==> src/rtl/mem_port_arbiter_pkg.sv <==
// -----------------------------------------------------------------------------
// mem_port_arbiter_pkg
//
// Purpose : shared types for the memory-stage port arbiter. These are the
//           access-size encoding understood by the LSU, the arbiter state
//           encoding, and the request bundle layout used for both the CPU
//           and the debug/loader requester.
//
// Contents:
//   LSU_ADDR_W / LSU_DATA_W - native LSU address/data widths
//   mem_size_e              - LSU access size (byte / half / word)
//   arb_state_e             - arbiter ownership state (ARB / LOCK)
//   mem_req_t               - one requester's access bundle
//   req_is_store()          - small helper used by the LSU store-enable path
// -----------------------------------------------------------------------------
package mem_port_arbiter_pkg;

  localparam int unsigned LSU_ADDR_W = 12;
  localparam int unsigned LSU_DATA_W = 32;

  typedef enum logic [1:0] {
    SZ_BYTE = 2'b00,
    SZ_HALF = 2'b01,
    SZ_WORD = 2'b10
  } mem_size_e;

  // ARB: the CPU owns the port by default. LOCK: the debug master owns it.
  typedef enum logic {
    ARB  = 1'b0,
    LOCK = 1'b1
  } arb_state_e;

  typedef struct packed {
    logic                  wren;
    logic [LSU_ADDR_W-1:0] addr;
    logic [LSU_DATA_W-1:0] wdata;
    mem_size_e             size;
    logic                  unsign;
  } mem_req_t;

  // A bundle turns into an LSU store only when its requester holds the grant.
  function automatic logic req_is_store(input mem_req_t req, input logic granted);
    return granted && req.wren;
  endfunction

endpackage

==> src/rtl/mem_port_arbiter.sv <==
// -----------------------------------------------------------------------------
// mem_port_arbiter
//
// Purpose : shares the single LSU data/IO port between the pipeline memory
//           stage (CPU) and a debug/loader master (DBG). The CPU has priority,
//           and a bounded-wait counter forces a DBG grant once a pending DBG
//           request has been refused MAX_WAIT cycles in a row. DBG may lock
//           the port for bursts, and the CPU is stalled while it is locked.
//
// Ports:
//   clk_i, rst_ni        - clock, synchronous active-low reset
//   cpu_req_i .. cpu_unsign_i
//                        - memory-stage access request and its fields
//   cpu_stall_o          - CPU access not performed this cycle
//   cpu_rdata_o          - combinational load data for a granted CPU load
//   dbg_req_i .. dbg_lock_i
//                        - DBG request (held until granted), fields, lock
//   dbg_gnt_o            - DBG access performed this cycle
//   dbg_rvalid_o         - registered response strobe, one cycle after grant
//   dbg_rdata_o          - registered load data (0 for stores)
//   lsu_*_o              - access presented to the LSU
//   lsu_ld_data_i        - LSU combinational read data
// -----------------------------------------------------------------------------
module mem_port_arbiter
  import mem_port_arbiter_pkg::*;
#(
  parameter int unsigned ADDR_W   = LSU_ADDR_W,
  parameter int unsigned DATA_W   = LSU_DATA_W,
  parameter int unsigned MAX_WAIT = 8
) (
  input  logic              clk_i,
  input  logic              rst_ni,

  input  logic              cpu_req_i,
  input  logic              cpu_wren_i,
  input  logic [ADDR_W-1:0] cpu_addr_i,
  input  logic [DATA_W-1:0] cpu_wdata_i,
  input  mem_size_e         cpu_size_i,
  input  logic              cpu_unsign_i,
  output logic              cpu_stall_o,
  output logic [DATA_W-1:0] cpu_rdata_o,

  input  logic              dbg_req_i,
  input  logic              dbg_wren_i,
  input  logic [ADDR_W-1:0] dbg_addr_i,
  input  logic [DATA_W-1:0] dbg_wdata_i,
  input  logic              dbg_lock_i,
  output logic              dbg_gnt_o,
  output logic              dbg_rvalid_o,
  output logic [DATA_W-1:0] dbg_rdata_o,

  output logic              lsu_st_en_o,
  output logic [ADDR_W-1:0] lsu_addr_o,
  output logic [DATA_W-1:0] lsu_st_data_o,
  output logic [1:0]        lsu_mask_o,
  output logic              lsu_unsign_o,
  input  logic [DATA_W-1:0] lsu_ld_data_i
);

  localparam int unsigned     WAIT_W   = $clog2(MAX_WAIT + 1);
  localparam logic [WAIT_W-1:0] WAIT_MAX = WAIT_W'(MAX_WAIT);

  arb_state_e        state_q;
  logic [WAIT_W-1:0] wait_cnt_q;

  logic     wait_expired;
  logic     gnt_dbg;
  logic     gnt_cpu;
  mem_req_t cpu_bus;
  mem_req_t dbg_bus;
  mem_req_t lsu_bus;

  assign wait_expired = (wait_cnt_q == WAIT_MAX);

  // Pack both requesters into the common bundle. DBG accesses are always
  // signed word accesses, so its size/unsign fields are fixed here.
  always_comb begin
    cpu_bus        = '0;
    cpu_bus.wren   = cpu_wren_i;
    cpu_bus.addr   = LSU_ADDR_W'(cpu_addr_i);
    cpu_bus.wdata  = LSU_DATA_W'(cpu_wdata_i);
    cpu_bus.size   = cpu_size_i;
    cpu_bus.unsign = cpu_unsign_i;

    dbg_bus        = '0;
    dbg_bus.wren   = dbg_wren_i;
    dbg_bus.addr   = LSU_ADDR_W'(dbg_addr_i);
    dbg_bus.wdata  = LSU_DATA_W'(dbg_wdata_i);
    dbg_bus.size   = SZ_WORD;
    dbg_bus.unsign = 1'b0;
  end

  // Grant decision. In ARB the CPU wins unless it is idle or DBG has already
  // been refused MAX_WAIT cycles in a row. In LOCK only DBG may use the port;
  // if DBG has nothing to do the port simply idles and the CPU keeps waiting.
  always_comb begin
    gnt_dbg = 1'b0;
    gnt_cpu = 1'b0;
    case (state_q)
      ARB: begin
        gnt_dbg = dbg_req_i && (!cpu_req_i || wait_expired);
        gnt_cpu = cpu_req_i && !gnt_dbg;
      end
      LOCK: begin
        gnt_dbg = dbg_req_i;
        gnt_cpu = 1'b0;
      end
      default: begin
        gnt_dbg = 1'b0;
        gnt_cpu = 1'b0;
      end
    endcase
  end

  assign cpu_stall_o = cpu_req_i && !gnt_cpu;
  assign dbg_gnt_o   = gnt_dbg;
  assign cpu_rdata_o = lsu_ld_data_i;

  // LSU mux. Without any grant the CPU fields stay on the bus so the address
  // path is quiet, but the store enable is only ever raised for the requester
  // that actually holds the grant, so a stalled store cannot leak through.
  always_comb begin
    lsu_bus = gnt_dbg ? dbg_bus : cpu_bus;
  end

  assign lsu_st_en_o   = req_is_store(cpu_bus, gnt_cpu) || req_is_store(dbg_bus, gnt_dbg);
  assign lsu_addr_o    = ADDR_W'(lsu_bus.addr);
  assign lsu_st_data_o = DATA_W'(lsu_bus.wdata);
  assign lsu_mask_o    = lsu_bus.size;
  assign lsu_unsign_o  = lsu_bus.unsign;

  // Ownership FSM, bounded-wait counter and DBG response register.
  // The counter tracks consecutive refusals of the current DBG request and
  // saturates at MAX_WAIT, which is what forces the next DBG grant. The DBG
  // response is captured on the grant cycle and presented one cycle later;
  // reset drops any response that would otherwise still be pending.
  always_ff @(posedge clk_i) begin
    if (!rst_ni) begin
      state_q      <= ARB;
      wait_cnt_q   <= '0;
      dbg_rvalid_o <= 1'b0;
      dbg_rdata_o  <= '0;
    end else begin
      case (state_q)
        ARB: begin
          if (gnt_dbg && dbg_lock_i) begin
            state_q <= LOCK;
          end
        end
        LOCK: begin
          if (gnt_dbg && !dbg_lock_i) begin
            state_q <= ARB;
          end
        end
        default: begin
          state_q <= ARB;
        end
      endcase

      if (gnt_dbg || !dbg_req_i) begin
        wait_cnt_q <= '0;
      end else if (!wait_expired) begin
        wait_cnt_q <= wait_cnt_q + 1'b1;
      end

      dbg_rvalid_o <= gnt_dbg;
      if (gnt_dbg) begin
        dbg_rdata_o <= dbg_wren_i ? '0 : lsu_ld_data_i;
      end
    end
  end

endmodule

==> config.mk <==
export PLATFORM = sky130hd
export DESIGN_NAME = mem_port_arbiter
export DESIGN_NICKNAME = d
export VERILOG_FILES = /design/src/rtl/mem_port_arbiter_pkg.sv /design/src/rtl/mem_port_arbiter.sv
export SDC_FILE = /design/constraint.sdc
export NUM_CORES = 1
export LEC_CHECK = 0
export ABC_CLOCK_PERIOD_IN_PS = 2550
export CORE_MARGIN = 3
export CORE_UTILIZATION = 30
export CTS_CLUSTER_SIZE = 24
export DETAILED_ROUTE_END_ITERATION = 16
export PLACE_DENSITY = 0.82
export SLEW_MARGIN = 40
export SYNTH_ARGS = -nofsm -noshare
export SYNTH_HDL_FRONTEND = slang
export SYNTH_SLANG_ARGS = --single-unit
export TNS_END_PERCENT = 1
==> constraint.sdc <==
create_clock -name clk_i -period 2.55 [get_ports clk_i]
set_input_delay 0.765 -clock clk_i [delete_from_list [all_inputs] [get_ports clk_i]]
set_output_delay 0.765 -clock clk_i [all_outputs]
set_load 0.02 [all_outputs]
==> flow_summary.json, run 1 <==
{
  "status": "complete, but fails checks",
  "violations": "setup timing",
  "htreeDepth": 2,
  "synthDistinctLibCells": 26,
  "synth_area_leaders": "dfxtp_1 (31%), mux2_2 (20%), mux2i_1 (13%)",
  "cp_slowest_stage_delay_ns": 0.33,
  "place_congestion": 0.829,
  "worst_skew_pair.late_latency_ns": 0.28,
  "r2r_slack_ns": 0.47,
  "worst_path_max_delay_cell": "dfxtp_2",
  "r2r_start": "wait_cnt_q[1]$_SDFFE_PP0N_",
  "die_x_um": 96.8,
  "fmax_mhz": 365,
  "clockBufferDepth": 2,
  "hpwl_mm": 7.87,
  "synth_fp_nets": 393,
  "io_pins": 245,
  "min_period_ns": 2.74,
  "finalCritPeriodShare_pct": 108,
  "layout-drive-gt1-share_pct": 31.4,
  "ys_ff_latch": 38,
  "vias": 2801,
  "area_delta_synth_final_pct": 115,
  "cts_buffers": 5,
  "crit_top_cell": "buf_6",
  "end_kind": "output port",
  "setup_ws_ns": -0.192,
  "drt_wl_total_mm": 10.3,
  "crit_family": "buffers and inverters",
  "final_nets": 644,
  "track_usage_pct": 20.4,
  "start_util_pct": 31.5,
  "path_class": "flip-flop to output port",
  "ant_nets": 0,
  "synth-async-reset-ratio_pct": 0,
  "tns_ns": -7.52,
  "crit_path_start_kind": "flip-flop",
  "synthesis.area_um2": 2470,
  "cp-endpoint": "lsu_st_data_o[11]",
  "crit_chain": "inv_2, ha_2, and3b_2, o21ai_4, buf_6, clkbuf_16, mux2_4, buf_6",
  "critPathBufInv": 4,
  "diodes": 0,
  "cp_max_fo": 8,
  "r2r-end": "dbg_rdata_o[0]$_SDFFE_PN0P_",
  "skew_ns": 0.00678,
  "fillers": 639,
  "portBuffers": 244,
  "drc": 0,
  "die_area_um2": 9370,
  "grt_pass1_wl_mm": 15.8,
  "cp.arrival_ns": 1.98,
  "reg2reg_depth": 10,
  "slew_headroom_pct": 62.4,
  "synth-edff-count": 0,
  "worst_slew_pin_slew_ns": 0.564,
  "antenna_found_initial": 0,
  "cts-root-buf": "clkbuf_8",
  "grt_max_degree": 33,
  "ys_warn_count": 0,
  "drv_cap": 0,
  "regArea_um2": 763,
  "power_density_nw_per_um2": 370,
  "slew_violations": 0,
  "syn_area_per_cell_um2": 9.47,
  "cts.clk_slew.worst_paths_ns": 0.07,
  "hold_violations": 0,
  "post_drt_wl_per_cell_um": 16.8,
  "die_y_um": 96.8,
  "grt_pass1_vias": 3094,
  "hp-class": "flip-flop to flip-flop",
  "cp_data_required_time_ns": 1.79,
  "synth_top_area_cell": "dfxtp_1",
  "syn_inst": 261,
  "synthTopCellsByCount": "mux2_2 (44), dfxtp_1 (38), nand2_1 (36)",
  "leakage_nw": 2.32,
  "power.total_mw": 1.97,
  "core_um2": 7850,
  "drt_iter0_markers": 32,
  "routed_via_density": 4.55,
  "finalSetupViolations": 47,
  "synth_top_area_share_pct": 30.8,
  "multi_input_area_um2": 1470,
  "num_rows": 32,
  "synth.most_common_cell": "mux2_2",
  "cts_num_sinks": 38,
  "synth_ff_type": "dfxtp_1",
  "grt_setup_unrepaired": "yes",
  "grt-ovfl-total": 0,
  "path_depth": 8,
  "cts_tree": "yes",
  "ir_drop_v": 0.000216,
  "worstSetupStartpoint": "wait_cnt_q[1]$_SDFFE_PP0N_",
  "ys_seq_area_share_pct": 30.8,
  "dr.pass1.iters": 4
}
## where the power goes
| part | total (mW) | leakage, nW | switching [mW] | internal (mW) |
|---|---|---|---|---|
| Clock | 0.497 | 0.0524 | 0.204 | 0.293 |
| Sequential | 0.623 | 0.310 | 0.00976 | 0.613 |
| Combinational | 0.848 | 1.96 | 0.352 | 0.496 |
| Total | 1.97 | 2.32 | 0.566 | 1.40 |
## kinds of logic after synthesis
group	synth area share [%]
and+or+nand+nor	18.0
muxes	33.4
buffers and inverters	15.0
DFF	30.8
AOI/OAI and AO/OA	1.11
xor gates and xnor gates	0.709
adders and majority gates	1.01
## worst register-to-register path, delay by kind of cell, from the launching register on
kind                     cells  cell delay (ns)
AND/OR/NAND/NOR              1             0.22
multiplexers                 1             0.30
flip-flops                   1             0.32
AO/OA/AOI/OAI                1             0.08
adder cells (fa/ha/maj)      1             0.15
buffers and inverters        6             0.94
## area by class of cell
class | count | area share [%]
timing repair buffer | 294 | 53.0
multi-input combinational | 167 | 27.8
sequential | 38 | 14.4
tap | 102 | 2.40
clock buffer | 7 | 1.44
clock inverter | 1 | 0.565
inverter | 6 | 0.471
## cell usage in the layout, fill, tap and decap left out, types with 2 or more instances in the layout
master	Yosys	layout
clkbuf_1	10	2
mux2_4	0	29
dfxtp_1	38	36
buf_4	33	42
clkdlybuf4s50_1	0	159
nor2_1	6	6
inv_2	0	2
mux2i_1	33	33
clkbuf_16	0	2
nand3b_1	30	30
and2_4	0	2
inv_1	5	3
buf_2	3	17
buf_12	0	3
nor2b_1	2	2
clkbuf_8	0	5
nand2_1	36	36
mux2_2	44	15
dlygate4sd2_1	0	34
dfxtp_2	0	2
buf_6	4	36
## through the flow
step	cells	setup WS [ns]	util (%)	area (um^2)	hold slack [ns]
5_1_grt	615	-0.264	67.7	5310	0.478
6_report	615	-0.192	67.7	5310	0.458
3_3_place_gp	599	-0.932	64.2	5040	0.443
2_1_floorplan	261	0.0259	-	2470	0.430
4_1_cts	614	-0.234	65.8	5160	0.462
3_5_place_dp	599	-0.949	64.2	5040	0.449
## flip-flops by register name, indices dropped and copies added, names as in the netlist, named ones only
register      flops
wait_cnt_q        4
dbg_rvalid_o      1
dbg_rdata_o      32
## worst min-delay path by stage
stage	startpoint	endpoint	slack, ns	cells past startpoint
final	dbg_rdata_o[30]$_SDFFE_PN0P_	dbg_rdata_o[30]$_SDFFE_PN0P_	0.46	2
after global placement	dbg_rdata_o[21]$_SDFFE_PN0P_	dbg_rdata_o[21]$_SDFFE_PN0P_	0.44	2
after CTS	dbg_rdata_o[12]$_SDFFE_PN0P_	dbg_rdata_o[12]$_SDFFE_PN0P_	0.46	2
after detailed placement	dbg_rdata_o[24]$_SDFFE_PN0P_	dbg_rdata_o[24]$_SDFFE_PN0P_	0.45	2
after floorplan	wait_cnt_q[0]$_SDFFE_PP0N_	wait_cnt_q[0]$_SDFFE_PP0N_	0.43	1
after global routing	dbg_rdata_o[8]$_SDFFE_PN0P_	dbg_rdata_o[8]$_SDFFE_PN0P_	0.48	2
## metal layers
layer	vias up	global-route usage, %	routed length [um]
li1	1360	-	-
met1	1285	22.6	3920
met2	142	38.9	5530
met3	14	4.47	701
met4	0	5.29	196
met5	-	0	0
## what timing repair did
item | CTS | global route
hold buffers | 0 | 0
pin swaps | 2 | 1
gates cloned | 2 | 2
resized for setup | 293 | 50
setup buffers | 5 | 2
endpoints found under the setup margin | 82 | 49
Power figures use the tool's default switching activity.
==> inputs of run 2 (changes only) <==
Settings changed: CORE_MARGIN 3 to 5, MAX_ROUTING_LAYER set to met4.
==> run 2 against run 1 <==
Compared with the run above:
- the flow still finishes with violations (setup timing)
- sequential power is essentially flat
- final cell count grew 0.49%
- combinational power down 2%
- non-clock buffer count grew 1
- cell area fell by 0.61%
- clock skew shrank 0.0030 ns
- via count is 0.61% lower
- first-iteration DRC count up 63%
- register-to-register slack improved by 0.13 ns
- die area rose by 8.4%
- count of clock-buffer cells in the layout is 1 lower
- critical path depth is the same
==> flow_summary.json, run 2 (synthesis gave the netlist of run 1 again) <==
{
  "status": "complete, but fails checks",
  "violations": "setup timing",
  "crit_chain": "inv_1, ha_4, and3b_2, o21ai_4, buf_6, buf_12, mux2_2, buf_4",
  "ant_nets": 0,
  "top_regs": "dbg_rdata_o: 32 flops, wait_cnt_q: 4 flops, dbg_rvalid_o: 1 flops",
  "finalCritPeriodShare_pct": 109,
  "hpwl_mm": 8.17,
  "grt_pass1_vias": 3033,
  "io_pins": 245,
  "cts-root-buf": "clkbuf_8",
  "end_kind": "output port",
  "mostFrequentLayoutCells": "clkdlybuf4s50_1 (159), buf_4 (48), dfxtp_1 (37)",
  "p_int_mw": 1.41,
  "power_density_nw_per_um2": 372,
  "pwr-share-clk_pct": 26.1,
  "power.total_mw": 1.97,
  "die_x_um": 101,
  "track_usage_pct": 19.5,
  "worst_skew_pair.late_latency_ns": 0.28,
  "finalSetupViolations": 45,
  "seq_power_share_pct": 31.7,
  "slew_headroom_pct": 63.4,
  "setup_ws_ns": -0.235,
  "fillers": 662,
  "drt_iter0_markers": 52,
  "clockBufferDepth": 2,
  "portBuffers": 244,
  "met2WireLength_mm": 5.71,
  "switchingPower_mw": 0.554,
  "worst_slew_pin_slew_ns": 0.549,
  "min_period_ns": 2.79,
  "ir_drop_v": 0.000183,
  "skew_ns": 0.00377,
  "diodes": 0,
  "htreeDepth": 2,
  "path_class": "flip-flop to output port",
  "reg2reg_depth": 9,
  "r2r-end": "dbg_rdata_o[9]$_SDFFE_PN0P_",
  "die_y_um": 101,
  "power_frac_comb_pct": 42.2,
  "top_layer_used": "met4",
  "antenna_found_initial": 0,
  "cts_buffers": 5,
  "r2r_start": "wait_cnt_q[1]$_SDFFE_PP0N_",
  "cp_data_required_time_ns": 1.79,
  "tns_ns": -8.28,
  "final_nets": 645,
  "start_util_pct": 30.4,
  "core_um2": 8130,
  "post_drt_wl_per_cell_um": 16.5,
  "worst_path_max_delay_cell": "mux2_2",
  "swShare_pct": 28.2,
  "hp-class": "flip-flop to flip-flop",
  "drt_wl_total_mm": 10.2,
  "area_delta_synth_final_pct": 114,
  "grt_setup_unrepaired": "yes",
  "die_area_um2": 10200,
  "largest_reg_flops": 32,
  "layout-drive-gt1-share_pct": 31.8,
  "grt-ovfl-total": 0,
  "crit_path_start_kind": "flip-flop",
  "min_from": "dbg_rdata_o[15]$_SDFFE_PN0P_",
  "drv_cap": 0,
  "grt_max_degree": 33,
  "routed_via_density": 4.50,
  "hold_violations": 0,
  "r2r_slack_ns": 0.60,
  "cts_tree": "yes",
  "dr.pass1.iters": 5,
  "cp_max_fo": 12,
  "slew_violations": 0,
  "cts_num_sinks": 38,
  "vias": 2784,
  "cp_slowest_stage_delay_ns": 0.35,
  "cts.clk_slew.worst_paths_ns": 0.07,
  "cp.arrival_ns": 2.02,
  "fmax_mhz": 359,
  "met3WireLength_um": 709,
  "regMostFlops": "dbg_rdata_o",
  "worstSetupStartpoint": "wait_cnt_q[1]$_SDFFE_PP0N_",
  "num_rows": 33,
  "layout_commonest_cell": "clkdlybuf4s50_1",
  "wl_met1_mm": 3.68,
  "drc": 0,
  "leakage_nw": 2.28,
  "place_congestion": 0.746,
  "grt_pass1_wl_mm": 15.1,
  "cp-endpoint": "lsu_st_data_o[20]"
}
==> run 2: cell count changes in the layout (fill, tap and decap cells not counted), moves of 2 or more <==
| cell | previous run | this run |
|---|---|---|
| mux2_2 | 15 | 22 |
| mux2_4 | 29 | 22 |
| buf_4 | 42 | 48 |
| buf_6 | 36 | 30 |
| buf_12 | 3 | 6 |
| clkbuf_1 | 2 | 0 |
| clkbuf_16 | 2 | 0 |
==> run 2: worst max-delay path: cells and delay by family (launching register included) <==
family          cells  cell delay [ns]
flops               1             0.33
mux                 1             0.35
fa+ha+maj           1             0.15
simple gates        1             0.22
buf+inv             4             0.50
compound gates      1             0.17
==> run 2: layout make-up <==
type                    instances  area (um^2)  area share, %
clock buffers                   6         82.6           1.56
clock inverters                 1         30.0          0.569
inverters                       6         25.0          0.474
multi-input cells             167         1450           27.5
flip-flops and latches         38          762           14.4
well taps                     105          131           2.49
repair buffers                295         2790           52.9
==> run 2: timing repair <==
item                                   CTS  global route
buffers inserted                         8             0
cloned                                   3             0
hold buffers                             0             0
setup endpoints to repair               82            49
pin swaps                                2             5
endpoints found under the hold margin    0             0
gates resized for setup                294            47
==> run 2: through the flow <==
| stage | worst slack, ns | instances | instance area, um^2 | utilization, % | hold WS (ns) |
|---|---|---|---|---|---|
| floorplan | 0.0259 | 261 | 2470 | - | 0.430 |
| global placement | -0.946 | 604 | 5060 | 62.2 | 0.442 |
| detailed placement | -0.955 | 604 | 5060 | 62.2 | 0.450 |
| CTS | -0.332 | 622 | 5250 | 64.5 | 0.460 |
| global route | -0.276 | 618 | 5280 | 64.9 | 0.476 |
| finish | -0.235 | 618 | 5280 | 64.9 | 0.457 |
==> run 2: power groups by stage <==
stage	sequential, mW	clock [mW]	combinational [mW]
6_report	0.623	0.513	0.829
5_1_grt	0.625	0.555	0.871
4_1_cts	0.623	0.528	0.819
3_5_place_dp	0.636	0	0.811
3_3_place_gp	0.635	0	0.800
2_1_floorplan	0.658	0	0.332
==> run 2: worst min path at each step <==
stage | slack, ns | end | depth (start not counted)
2_1_floorplan | 0.43 | wait_cnt_q[0]$_SDFFE_PP0N_ | 1
3_3_place_gp | 0.44 | dbg_rdata_o[13]$_SDFFE_PN0P_ | 2
3_5_place_dp | 0.45 | dbg_rdata_o[5]$_SDFFE_PN0P_ | 2
4_1_cts | 0.46 | dbg_rdata_o[5]$_SDFFE_PN0P_ | 2
5_1_grt | 0.48 | dbg_rdata_o[10]$_SDFFE_PN0P_ | 2
6_report | 0.46 | dbg_rdata_o[15]$_SDFFE_PN0P_ | 2
==> run 2: per-layer routing <==
metal / track usage (%) / vias to the layer above
li1: - / 1355
met3: 3.94 / 12
met2: 37.4 / 142
met4: 5.08 / 0
met5: - / -
met1: 19.9 / 1275
==> inputs of run 3 (changes only) <==
Settings changed: CORE_UTILIZATION 30 to 31, CTS_BUF_LIST set to sky130_fd_sc_hd__clkbuf_2 sky130_fd_sc_hd__clkbuf_4 sky130_fd_sc_hd__clkbuf_8, PLACE_DENSITY 0.82 to 0.84, TNS_END_PERCENT 1 to 20.
==> run 3 against run 2 <==
Compared with the run above:
- the flow still finishes with violations (setup timing)
- global-route usage up 1.4 points
- non-clock buffer count is 3 lower
- fmax fell by 0.45%
- wire length is 7.8% higher
- clock skew up 0.0017 ns
- count of clock-buffer cells in the layout down 1
- highest routed layer unchanged
==> flow_summary.json, run 3 (synthesis gave the netlist of run 1 again) <==
{
  "status": "complete, but fails checks",
  "violations": "setup timing",
  "cp-endpoint": "lsu_st_data_o[6]",
  "drv_cap": 0,
  "worstSetupStartpoint": "wait_cnt_q[1]$_SDFFE_PP0N_",
  "die_x_um": 99.3,
  "drt_iter0_markers": 54,
  "cts-root-buf": "clkbuf_8",
  "pwr-share-clk_pct": 29.4,
  "clockBufferDepth": 2,
  "place_congestion": 0.888,
  "hpwl_mm": 8.95,
  "cts_buffers": 5,
  "cts_num_sinks": 38,
  "vias": 2772,
  "skew_ns": 0.00544,
  "crit_path_start_kind": "flip-flop",
  "cts_tree": "yes",
  "hp-class": "flip-flop to flip-flop",
  "core_um2": 7770,
  "switchingPower_mw": 0.591,
  "cp.arrival_ns": 2.03,
  "routed_via_density": 4.52,
  "antenna_found_initial": 0,
  "io_pins": 245,
  "grt_setup_unrepaired": "yes",
  "drt_wl_total_mm": 11.0,
  "num_rows": 32,
  "regMostFlops": "dbg_rdata_o",
  "cts.clk_slew.worst_paths_ns": 0.08,
  "worst_slew_pin_slew_ns": 0.548,
  "fillers": 654,
  "final_nets": 642,
  "whs_ns": 0.455,
  "min_period_ns": 2.80,
  "r2r_start": "wait_cnt_q[1]$_SDFFE_PP0N_",
  "setup_ws_ns": -0.248,
  "r2r_slack_ns": 0.48,
  "area_delta_synth_final_pct": 116,
  "r2r-end": "dbg_rdata_o[24]$_SDFFE_PN0P_",
  "path_class": "flip-flop to output port",
  "slew_violations": 0,
  "dr.pass1.iters": 4,
  "largest_reg_flops": 32,
  "drc": 0,
  "grt-ovfl-total": 0,
  "worst_skew_pair.late_latency_ns": 0.28,
  "cp_data_required_time_ns": 1.79,
  "power_frac_comb_pct": 40.9,
  "slew_headroom_pct": 63.5,
  "post_drt_wl_per_cell_um": 18.0,
  "portBuffers": 244,
  "ant_nets": 0,
  "hold_violations": 0,
  "mostFrequentLayoutCells": "clkdlybuf4s50_1 (158), buf_4 (39), nand2_1 (36), dfxtp_1 (36)",
  "fmax_mhz": 357,
  "finalSetupViolations": 45,
  "ir_drop_v": 0.000214,
  "layout-drive-gt1-share_pct": 31.3,
  "diodes": 0,
  "die_area_um2": 9860,
  "leakage_nw": 2.33,
  "seq_power_share_pct": 29.7,
  "power.total_mw": 2.09,
  "grt_max_degree": 47,
  "die_y_um": 99.3,
  "track_usage_pct": 20.9,
  "end_kind": "output port",
  "swShare_pct": 28.2,
  "htreeDepth": 2,
  "stdcell_area_um2": 5340,
  "grt_pass1_wl_mm": 15.6,
  "top_regs": "dbg_rdata_o: 32 flops, wait_cnt_q: 4 flops, dbg_rvalid_o: 1 flops",
  "finalCritPeriodShare_pct": 110,
  "cp_max_fo": 7,
  "p_int_mw": 1.50,
  "start_util_pct": 31.8,
  "layout_commonest_cell": "clkdlybuf4s50_1",
  "reg2reg_depth": 10,
  "grt_pass1_vias": 2952,
  "placed_cell_area_um2": 5040,
  "power_density_nw_per_um2": 392,
  "final_util_pct": 68.7
}
==> run 3: critical path, stage by stage (launching register included) <==
cell and delay (ns):
dfxtp_2 0.35, inv_2 0.03, ha_2 0.16, and3b_2 0.22, o21ai_4 0.17, buf_6 0.14, buf_12 0.10, buf_12 0.12
mux2_4 0.31, buf_6 0.14
==> run 3: per-layer routing <==
layer	vias up	GRT usage, %	share of wire (%)
met1	1247	21.1	36
met5	-	-	0
li1	1354	-	-
met3	24	5.26	8.2
met2	147	38.7	52
met4	0	7.88	3.4
==> run 3: how the worst min path moves through the flow <==
stage                                    to  slack (ns)                          from  cells after the start
2_1_floorplan    wait_cnt_q[0]$_SDFFE_PP0N_        0.43    wait_cnt_q[0]$_SDFFE_PP0N_                      1
5_1_grt        dbg_rdata_o[27]$_SDFFE_PN0P_        0.48  dbg_rdata_o[27]$_SDFFE_PN0P_                      2
4_1_cts        dbg_rdata_o[14]$_SDFFE_PN0P_        0.46  dbg_rdata_o[14]$_SDFFE_PN0P_                      2
6_report       dbg_rdata_o[14]$_SDFFE_PN0P_        0.45  dbg_rdata_o[14]$_SDFFE_PN0P_                      2
3_3_place_gp   dbg_rdata_o[18]$_SDFFE_PN0P_        0.44  dbg_rdata_o[18]$_SDFFE_PN0P_                      2
3_5_place_dp   dbg_rdata_o[14]$_SDFFE_PN0P_        0.45  dbg_rdata_o[14]$_SDFFE_PN0P_                      2
==> run 3: layout make-up <==
cell class                      count  area (um^2)  share of cell area, %
Sequential cell                    38          763                   14.3
Timing Repair Buffer              292         2820                   52.8
Clock inverter                      3         68.8                   1.29
Multi-Input combinational cell    167         1470                   27.5
Inverter                            6         25.0                  0.469
Clock buffer                        5         68.8                   1.29
Tap cell                          102          128                   2.39
==> run 3: power by group through the flow <==
stage / clock (mW) / combinational [mW] / sequential [mW]
after floorplan: 0 / 0.332 / 0.658
after global placement: 0 / 0.816 / 0.635
after global routing: 0.661 / 0.894 / 0.625
final: 0.615 / 0.855 / 0.622
after CTS: 0.631 / 0.817 / 0.622
after detailed placement: 0 / 0.824 / 0.636
==> run 3: what timing repair did <==
item / CTS / global route
setup endpoints to repair: 82 / 50
buffers inserted: 5 / 0
pin swaps: 2 / 3
hold buffers: 0 / 0
resized for setup: 299 / 49
cloned: 2 / 1
==> run 3: through the flow <==
step | worst slack, ns | TNS (ns) | instances
6_report | -0.248 | -8.73 | 613
5_1_grt | -0.310 | -12.01 | 613
4_1_cts | -0.306 | -11.14 | 613
3_5_place_dp | -1.01 | -48.03 | 598
3_3_place_gp | -0.997 | -47.06 | 598
2_1_floorplan | 0.0259 | 0 | 261
